## src/rtl/output_port_cluster_rr.sv

```systemverilog
// Output-port cluster: each user channel has its own FIFO, destination, credit and
// address state; one round-robin arbiter merges the channels onto the network output.
module output_port_cluster_rr #(
   parameter int unsigned NUM_OUT_PORTS = 4,
   parameter int unsigned PAYLOAD_BITS  = 32,
   parameter int unsigned NUM_LEAF_BITS = 6,
   parameter int unsigned NUM_PORT_BITS = 4,
   parameter int unsigned NUM_ADDR_BITS = 7,
   parameter int unsigned FIFO_DEPTH    = 16,
   parameter int unsigned CREDIT_BITS   = 8,
   parameter int unsigned CNT_BITS      = 32,
   localparam int unsigned PACKET_BITS  = 1 + NUM_LEAF_BITS + NUM_PORT_BITS + NUM_ADDR_BITS + PAYLOAD_BITS,
   localparam int unsigned CFG_BITS     = NUM_LEAF_BITS + NUM_PORT_BITS
) (
   input  logic                              clk,
   input  logic                              reset,
   input  logic [NUM_OUT_PORTS*PAYLOAD_BITS-1:0] user_din,
   input  logic [NUM_OUT_PORTS-1:0]          user_vld,
   output logic [NUM_OUT_PORTS-1:0]          user_ack,
   input  logic                              cfg_vld,
   input  logic [3:0]                        cfg_port,
   input  logic [1:0]                        cfg_op,
   input  logic [CFG_BITS-1:0]               cfg_data,
   output logic [PACKET_BITS-1:0]            out_data,
   output logic                              out_vld,
   input  logic                              out_rdy,
   output logic [NUM_OUT_PORTS*CNT_BITS-1:0] stall_cnt,
   output logic                              stall_any
);

   localparam int unsigned AW = $clog2(FIFO_DEPTH);
   localparam int unsigned CW = $clog2(FIFO_DEPTH) + 1;
   localparam int unsigned PW = (NUM_OUT_PORTS > 1) ? $clog2(NUM_OUT_PORTS) : 1;
   localparam int unsigned SW = CREDIT_BITS + 2;
   localparam logic [SW-1:0] CRED_MAX = SW'({CREDIT_BITS{1'b1}});

   localparam logic [1:0] OP_DEST = 2'd0;
   localparam logic [1:0] OP_SET  = 2'd1;
   localparam logic [1:0] OP_ADD  = 2'd2;
   localparam logic [1:0] OP_CLR  = 2'd3;

   logic [PAYLOAD_BITS-1:0]  head   [NUM_OUT_PORTS];
   logic [NUM_LEAF_BITS-1:0] leaf_a [NUM_OUT_PORTS];
   logic [NUM_PORT_BITS-1:0] dport_a[NUM_OUT_PORTS];
   logic [NUM_ADDR_BITS-1:0] addr_a [NUM_OUT_PORTS];

   logic [NUM_OUT_PORTS-1:0] push;
   logic [NUM_OUT_PORTS-1:0] pop;
   logic [NUM_OUT_PORTS-1:0] elig;
   logic [NUM_OUT_PORTS-1:0] blocked;

   logic [PW-1:0]            rr_ptr;
   logic [PW-1:0]            win;
   logic                     win_found;
   logic                     load;
   logic [PACKET_BITS-1:0]   win_pkt;
   logic [CREDIT_BITS-1:0]   cfg_value;

   assign cfg_value = CREDIT_BITS'(cfg_data);
   assign load      = (!out_vld || out_rdy) && win_found;
   assign stall_any = |blocked;

   // Rotating priority: first eligible port at or after rr_ptr, then wrap to the low ports
   always_comb begin
      win       = '0;
      win_found = 1'b0;
      for (int j = 0; j < NUM_OUT_PORTS; j++) begin
         if (!win_found && elig[j] && (PW'(j) >= rr_ptr)) begin
            win_found = 1'b1;
            win       = PW'(j);
         end
      end
      for (int j = 0; j < NUM_OUT_PORTS; j++) begin
         if (!win_found && elig[j]) begin
            win_found = 1'b1;
            win       = PW'(j);
         end
      end
   end

   always_comb begin
      win_pkt = '0;
      for (int j = 0; j < NUM_OUT_PORTS; j++) begin
         if (PW'(j) == win) begin
            win_pkt = {1'b1, leaf_a[j], dport_a[j], addr_a[j], head[j]};
         end
      end
   end

   // Output holding register; a held packet stays put until the network takes it
   always_ff @(posedge clk or negedge reset) begin
      if (!reset) begin
         out_vld  <= 1'b0;
         out_data <= '0;
         rr_ptr   <= '0;
      end else if (load) begin
         out_vld  <= 1'b1;
         out_data <= win_pkt;
         rr_ptr   <= (win == PW'(NUM_OUT_PORTS - 1)) ? '0 : win + PW'(1);
      end else if (out_rdy) begin
         out_vld  <= 1'b0;
      end
   end

   for (genvar g = 0; g < NUM_OUT_PORTS; g++) begin : g_port
      logic [PAYLOAD_BITS-1:0]  mem [FIFO_DEPTH];
      logic [AW-1:0]            wr_ptr_q;
      logic [AW-1:0]            rd_ptr_q;
      logic [CW-1:0]            count_q;
      logic [CREDIT_BITS-1:0]   credit_q;
      logic [CREDIT_BITS-1:0]   credit_nxt;
      logic [SW-1:0]            credit_sum;
      logic [NUM_LEAF_BITS-1:0] leaf_q;
      logic [NUM_PORT_BITS-1:0] dport_q;
      logic [NUM_ADDR_BITS-1:0] addr_q;
      logic                     cfg_q;
      logic [CNT_BITS-1:0]      stall_q;
      logic                     cfg_hit;

      assign cfg_hit     = cfg_vld && (cfg_port == 4'(g));
      assign user_ack[g] = count_q < CW'(FIFO_DEPTH);
      assign push[g]     = user_vld[g] && user_ack[g];
      assign pop[g]      = load && (win == PW'(g));
      assign elig[g]     = (count_q != '0) && (credit_q != '0) && cfg_q;
      assign blocked[g]  = (count_q != '0) && (credit_q == '0) && cfg_q;
      assign head[g]     = mem[rd_ptr_q];
      assign leaf_a[g]   = leaf_q;
      assign dport_a[g]  = dport_q;
      assign addr_a[g]   = addr_q;
      assign stall_cnt[g*CNT_BITS +: CNT_BITS] = stall_q;

      // Credit: set or keep, then add, then consume; clamp to [0, max]
      always_comb begin
         credit_sum = SW'((cfg_hit && (cfg_op == OP_SET)) ? cfg_value : credit_q);
         if (cfg_hit && (cfg_op == OP_ADD)) begin
            credit_sum = credit_sum + SW'(cfg_value);
         end
         if (pop[g]) begin
            credit_sum = (credit_sum == '0) ? '0 : credit_sum - SW'(1);
         end
         credit_nxt = (credit_sum > CRED_MAX) ? '1 : CREDIT_BITS'(credit_sum);
      end

      always_ff @(posedge clk or negedge reset) begin
         if (!reset) begin
            wr_ptr_q <= '0;
            rd_ptr_q <= '0;
            count_q  <= '0;
            credit_q <= '0;
            leaf_q   <= '0;
            dport_q  <= '0;
            addr_q   <= '0;
            cfg_q    <= 1'b0;
            stall_q  <= '0;
         end else begin
            if (push[g]) wr_ptr_q <= wr_ptr_q + AW'(1);
            if (pop[g])  rd_ptr_q <= rd_ptr_q + AW'(1);
            if (push[g] && !pop[g]) begin
               count_q <= count_q + CW'(1);
            end else if (!push[g] && pop[g]) begin
               count_q <= count_q - CW'(1);
            end
            credit_q <= credit_nxt;
            if (cfg_hit && (cfg_op == OP_DEST)) begin
               leaf_q  <= cfg_data[CFG_BITS-1 -: NUM_LEAF_BITS];
               dport_q <= cfg_data[NUM_PORT_BITS-1:0];
               cfg_q   <= 1'b1;
               addr_q  <= '0;
            end else if (pop[g]) begin
               addr_q  <= addr_q + NUM_ADDR_BITS'(1);
            end
            if (cfg_hit && (cfg_op == OP_CLR)) begin
               stall_q <= '0;
            end else if (blocked[g] && (stall_q != '1)) begin
               stall_q <= stall_q + CNT_BITS'(1);
            end
         end
      end

      // Payload storage needs no reset; occupancy is tracked by count_q
      always_ff @(posedge clk) begin
         if (push[g]) mem[wr_ptr_q] <= user_din[g*PAYLOAD_BITS +: PAYLOAD_BITS];
      end
   end

endmodule
```

## config.mk

```make
export PLATFORM = sky130hd
export DESIGN_NAME = output_port_cluster_rr
export DESIGN_NICKNAME = d
export VERILOG_FILES = /design/src/rtl/output_port_cluster_rr.sv
export SDC_FILE = /design/constraint.sdc
export NUM_CORES = 2
export LEC_CHECK = 0
export ABC_CLOCK_PERIOD_IN_PS = 8550
export CAP_MARGIN = 20
export CELL_PAD_IN_SITES_DETAIL_PLACEMENT = 0
export CELL_PAD_IN_SITES_GLOBAL_PLACEMENT = 1
export CORE_AREA = 2 2 627 629
export CTS_CLUSTER_DIAMETER = 60
export DETAILED_ROUTE_END_ITERATION = 8
export DIE_AREA = 0 0 629 631
export PLACE_DENSITY_LB_ADDON = 0.12
export SYNTH_ARGS = -nofsm -noshare
export SYNTH_HDL_FRONTEND = slang
export SYNTH_SLANG_ARGS = --single-unit
```

## constraint.sdc

```tcl
create_clock -name clk -period 8.55 [get_ports clk]
set_clock_uncertainty 0.15 [all_clocks]
set_input_delay 2.565 -clock clk [delete_from_list [all_inputs] [get_ports clk]]
set_output_delay 2.565 -clock clk [all_outputs]
set_load 0.005 [all_outputs]
```

==> impl_metrics.csv <==
group,metric,value,unit
clock_network,cts_setup_buffers,0,
die,fp.coreArea,391000,um^2
clock_network,cts.path.max_buffers,4,
sta,drv_slew,0,
die,die_y,631,um
place,place_area,108000,um^2
logic_synthesis,synth_most_common_cell,"edfxtp_1",
logic_synthesis,async_reset_ff_share,14.1,%
drt,drc,0,
setup_path,arrival,7.37,ns
place,hpwl,177000,um
clock_network,hold_buffers,0,
layout,stdcell_area,118000,um^2
layout,drive_gt1_share,24.0,%
power_and_ir_drop,p_leak,38.0,nW
logic_synthesis,synth_seq_cells,2385,
hold_path,hp-class,"flop to flop",
global_routing,grt_pass1_vias,53500,
layout,area_delta_synth_final,21.4,%
sta,final-hold-violation-count,0,
layout,fillers,38400,
drt,ant_nets,0,
logic_synthesis,syn_inst,5209,
die,io_pins,336,
layout,fin_util,30.2,%
logic_synthesis,synth_compound_gate_area_share,3.38,%
drt,first_pass_iters,5,
drt,vias,51000,
sta,fin_crit_sh,79.7,%
logic_synthesis,synth.area.top_cells,"edfxtp_1 63%, mux4_2 15%, dfrtp_1 8.7%",
logic_synthesis,synth_top_family_by_area,"multiplexers",
logic_synthesis,seq_area_frac_synth,71.9,%
setup_path,rr_worst_depth,21,
hold_path,min_to,"g_port[0].cfg_q",
setup_path,crit_required,9.11,ns
global_routing,grt_max_degree,128,
drt,drt_wl_total,301000,um
global_routing,gr-usage-all-layers,14.9,%
logic_synthesis,synth_xor_xnor_area_share,1.61,%
status,run_status,"finished clean",
clock_network,path_clk_slew,0.05,ns
logic_synthesis,synth_fa_ha_area_share,1.31,%
sta,worst_slew_pin_slew,1.09,ns
drt,drt-vias-per-instance,4.55,
sta,fin_crit,6.81,ns
clock_network,clock-sinks,2385,
logic_synthesis,synth.top_cell.area_share,63.2,%
logic_synthesis,muxShareOfSynthArea,15.4,%
setup_path,path_class,"input port to flop",
setup_path,timing.rr.start,"g_port[0].credit_q[0]",
logic_synthesis,synth_common_cells,"2,048 x edfxtp_1, 640 x mux4_2, 337 x dfrtp_1",
global_routing,grt-ovfl-total,0,
sta,fmax,147,MHz
setup_path,cp_max_fo,14,
clock_network,numCtsBuffers,317,
sta,tns,0,ns
layout,seq_area,70000,um^2
logic_synthesis,synth.largest_area_cell,"edfxtp_1",
hold_path,whs_path_depth,1,
global_routing,grt_pass1_wl,423000,um
setup_path,timing.rr.end,"g_port[1].count_q[4]",
place,port_buffers,335,
logic_synthesis,synthesis.nets,5458,
layout,final_nets,6000,
logic_synthesis,yosys_warnings,0,
layout,multi_input_area,26400,um^2
die,die_w,629,um
logic_synthesis,synth_edf_count,2048,
logic_synthesis,yosys.area_share.simple,5.13,%
die,initial_core_util,24.9,%
setup_path,end_kind,"flop",
hold_path,min_from,"g_port[0].cfg_q",
die,std_cell_rows,230,
sta,rsz0062_at_grt,"no",
clock_network,htreeDepth,5,
sta,setup_viol,0,
clock_network,cts_root_buf,"clkbuf_16",
logic_synthesis,synth_area,97300,um^2
flow_run,drv_cap,0,
place,gp_congestion,0.721,
power_and_ir_drop,power_density,329,nW/um^2
power_and_ir_drop,vdd_drop_max,0.000200,V
setup_path,rrSetupSlack,2.49,ns
die,die-area,397000,um^2
sta,maxSlewHeadroom,27.4,%
global_routing,antenna_found_initial,61,
setup_path,startpoint_type,"input port",
logic_synthesis,yosys.cell_types.count,94,
clock_network,postCtsResizedCells,0,
logic_synthesis,avgSynthCellArea,18.7,um^2
drt,drt_iter0_drc,3566,
clock_network,cts_tree,"done",
logic_synthesis,ys.flop_type,"edfxtp_1",
drt,wire_per_inst,26.8,um
clock_network,worstSkewPairLatency,0.91,ns
[layout by cell type (no fill, tap or decap), types with 41 or more instances in the layout]
cell type and n:
buf_4 135, xnor2_1 85, nor2_1 284, xor2_1 94, a21oi_1 170, inv_1 53, nand2_1 298, clkinv_2 41
mux4_2 640, mux2_2 44, ha_1 86, clkinv_1 57, a22oi_1 49, or3_1 41, edfxtp_1 2048, dfrtp_1 321
clkbuf_16 323, nand3_1 85, clkbuf_1 49, clkdlybuf4s50_1 334, nand4_1 51, o21ai_0 126
[layout make-up]
| cell class | count | share of cell area, % |
|---|---|---|
| flip-flops and latches | 2385 | 59.3 |
| inverters | 54 | 0.172 |
| clock buffers | 379 | 7.08 |
| diodes | 9 | 0.0191 |
| multi-input cells | 2510 | 22.4 |
| well taps | 5220 | 5.53 |
| clock inverters | 185 | 1.65 |
| repair buffers | 483 | 3.90 |
[per-layer routing]
metal | part of all wire, % | global-route usage (%)
met1 | 44 | 19.7
met2 | 49 | 25.2
met3 | 4.2 | 2.58
met4 | 2.8 | 3.86
met5 | 0.058 | 0
[logic make-up (layout without fill, tap and decap cells)]
family | after synthesis | in the layout
adder cells (fa/ha/maj) | 97 | 97
buffers and inverters | 314 | 1101
other | 0 | 9
AND/OR/NAND/NOR | 1034 | 1034
flip-flops | 2385 | 2385
XOR/XNOR | 179 | 179
AO/OA/AOI/OAI | 509 | 509
multiplexers | 691 | 691
[flip-flops by register name, indices dropped and copies added, names as in the netlist]
signal           count
g_port.leaf_q       24
g_port.cfg_q         4
g_port.stall_q     128
g_port.mem        2048
g_port.credit_q     32
out_vld              1
g_port.dport_q      16
g_port.addr_q       28
rr_ptr               2
g_port.wr_ptr_q     16
out_data            50
g_port.count_q      20
g_port.rd_ptr_q     16
[metrics by stage]
stage / std cells / worst slack [ns] / total power [mW] / hold WS, ns
floorplan: 5209 / 2.10 / 21.2 / 0.277
global placement: 10600 / 0.871 / 26.3 / 0.300
detailed placement: 10600 / 0.905 / 26.3 / 0.305
CTS: 11200 / 1.85 / 39.7 / 0.318
global route: 11200 / 1.49 / 40.7 / 0.337
finish: 11200 / 1.74 / 38.8 / 0.311
[worst max path at each step]
stage,start,end,slack [ns],cells after the start
finish,cfg_port[0],g_port[0].credit_q[4],1.74,15
global route,cfg_port[0],g_port[0].credit_q[0],1.49,15
CTS,cfg_port[0],g_port[0].credit_q[4],1.85,14
detailed placement,cfg_port[0],g_port[0].credit_q[4],0.90,15
global placement,cfg_port[0],g_port[0].credit_q[6],0.87,14
floorplan,cfg_op[1],g_port[0].credit_q[1],2.10,15
[power by group]
part           total, mW  switching [mW]  internal, mW
sequential          14.8            1.02          13.8
clock               13.2            5.20          8.01
combinational       10.8            6.07          4.78
[worst max-delay path, stage by stage]
cell,delay [ns]
clkdlybuf4s50_1,0.51
or4b_4,0.73
nor2_1,0.39
buf_4,0.24
mux2_2,0.34
ha_1,0.21
fa_1,0.41
a211oi_1,0.36
o21ai_0,0.21
nand3_1,0.19
nand2_1,0.08
o211ai_1,0.28
nand3_1,0.23
nor3_2,0.43
o221ai_1,0.18
Power figures use the tool's default switching activity.
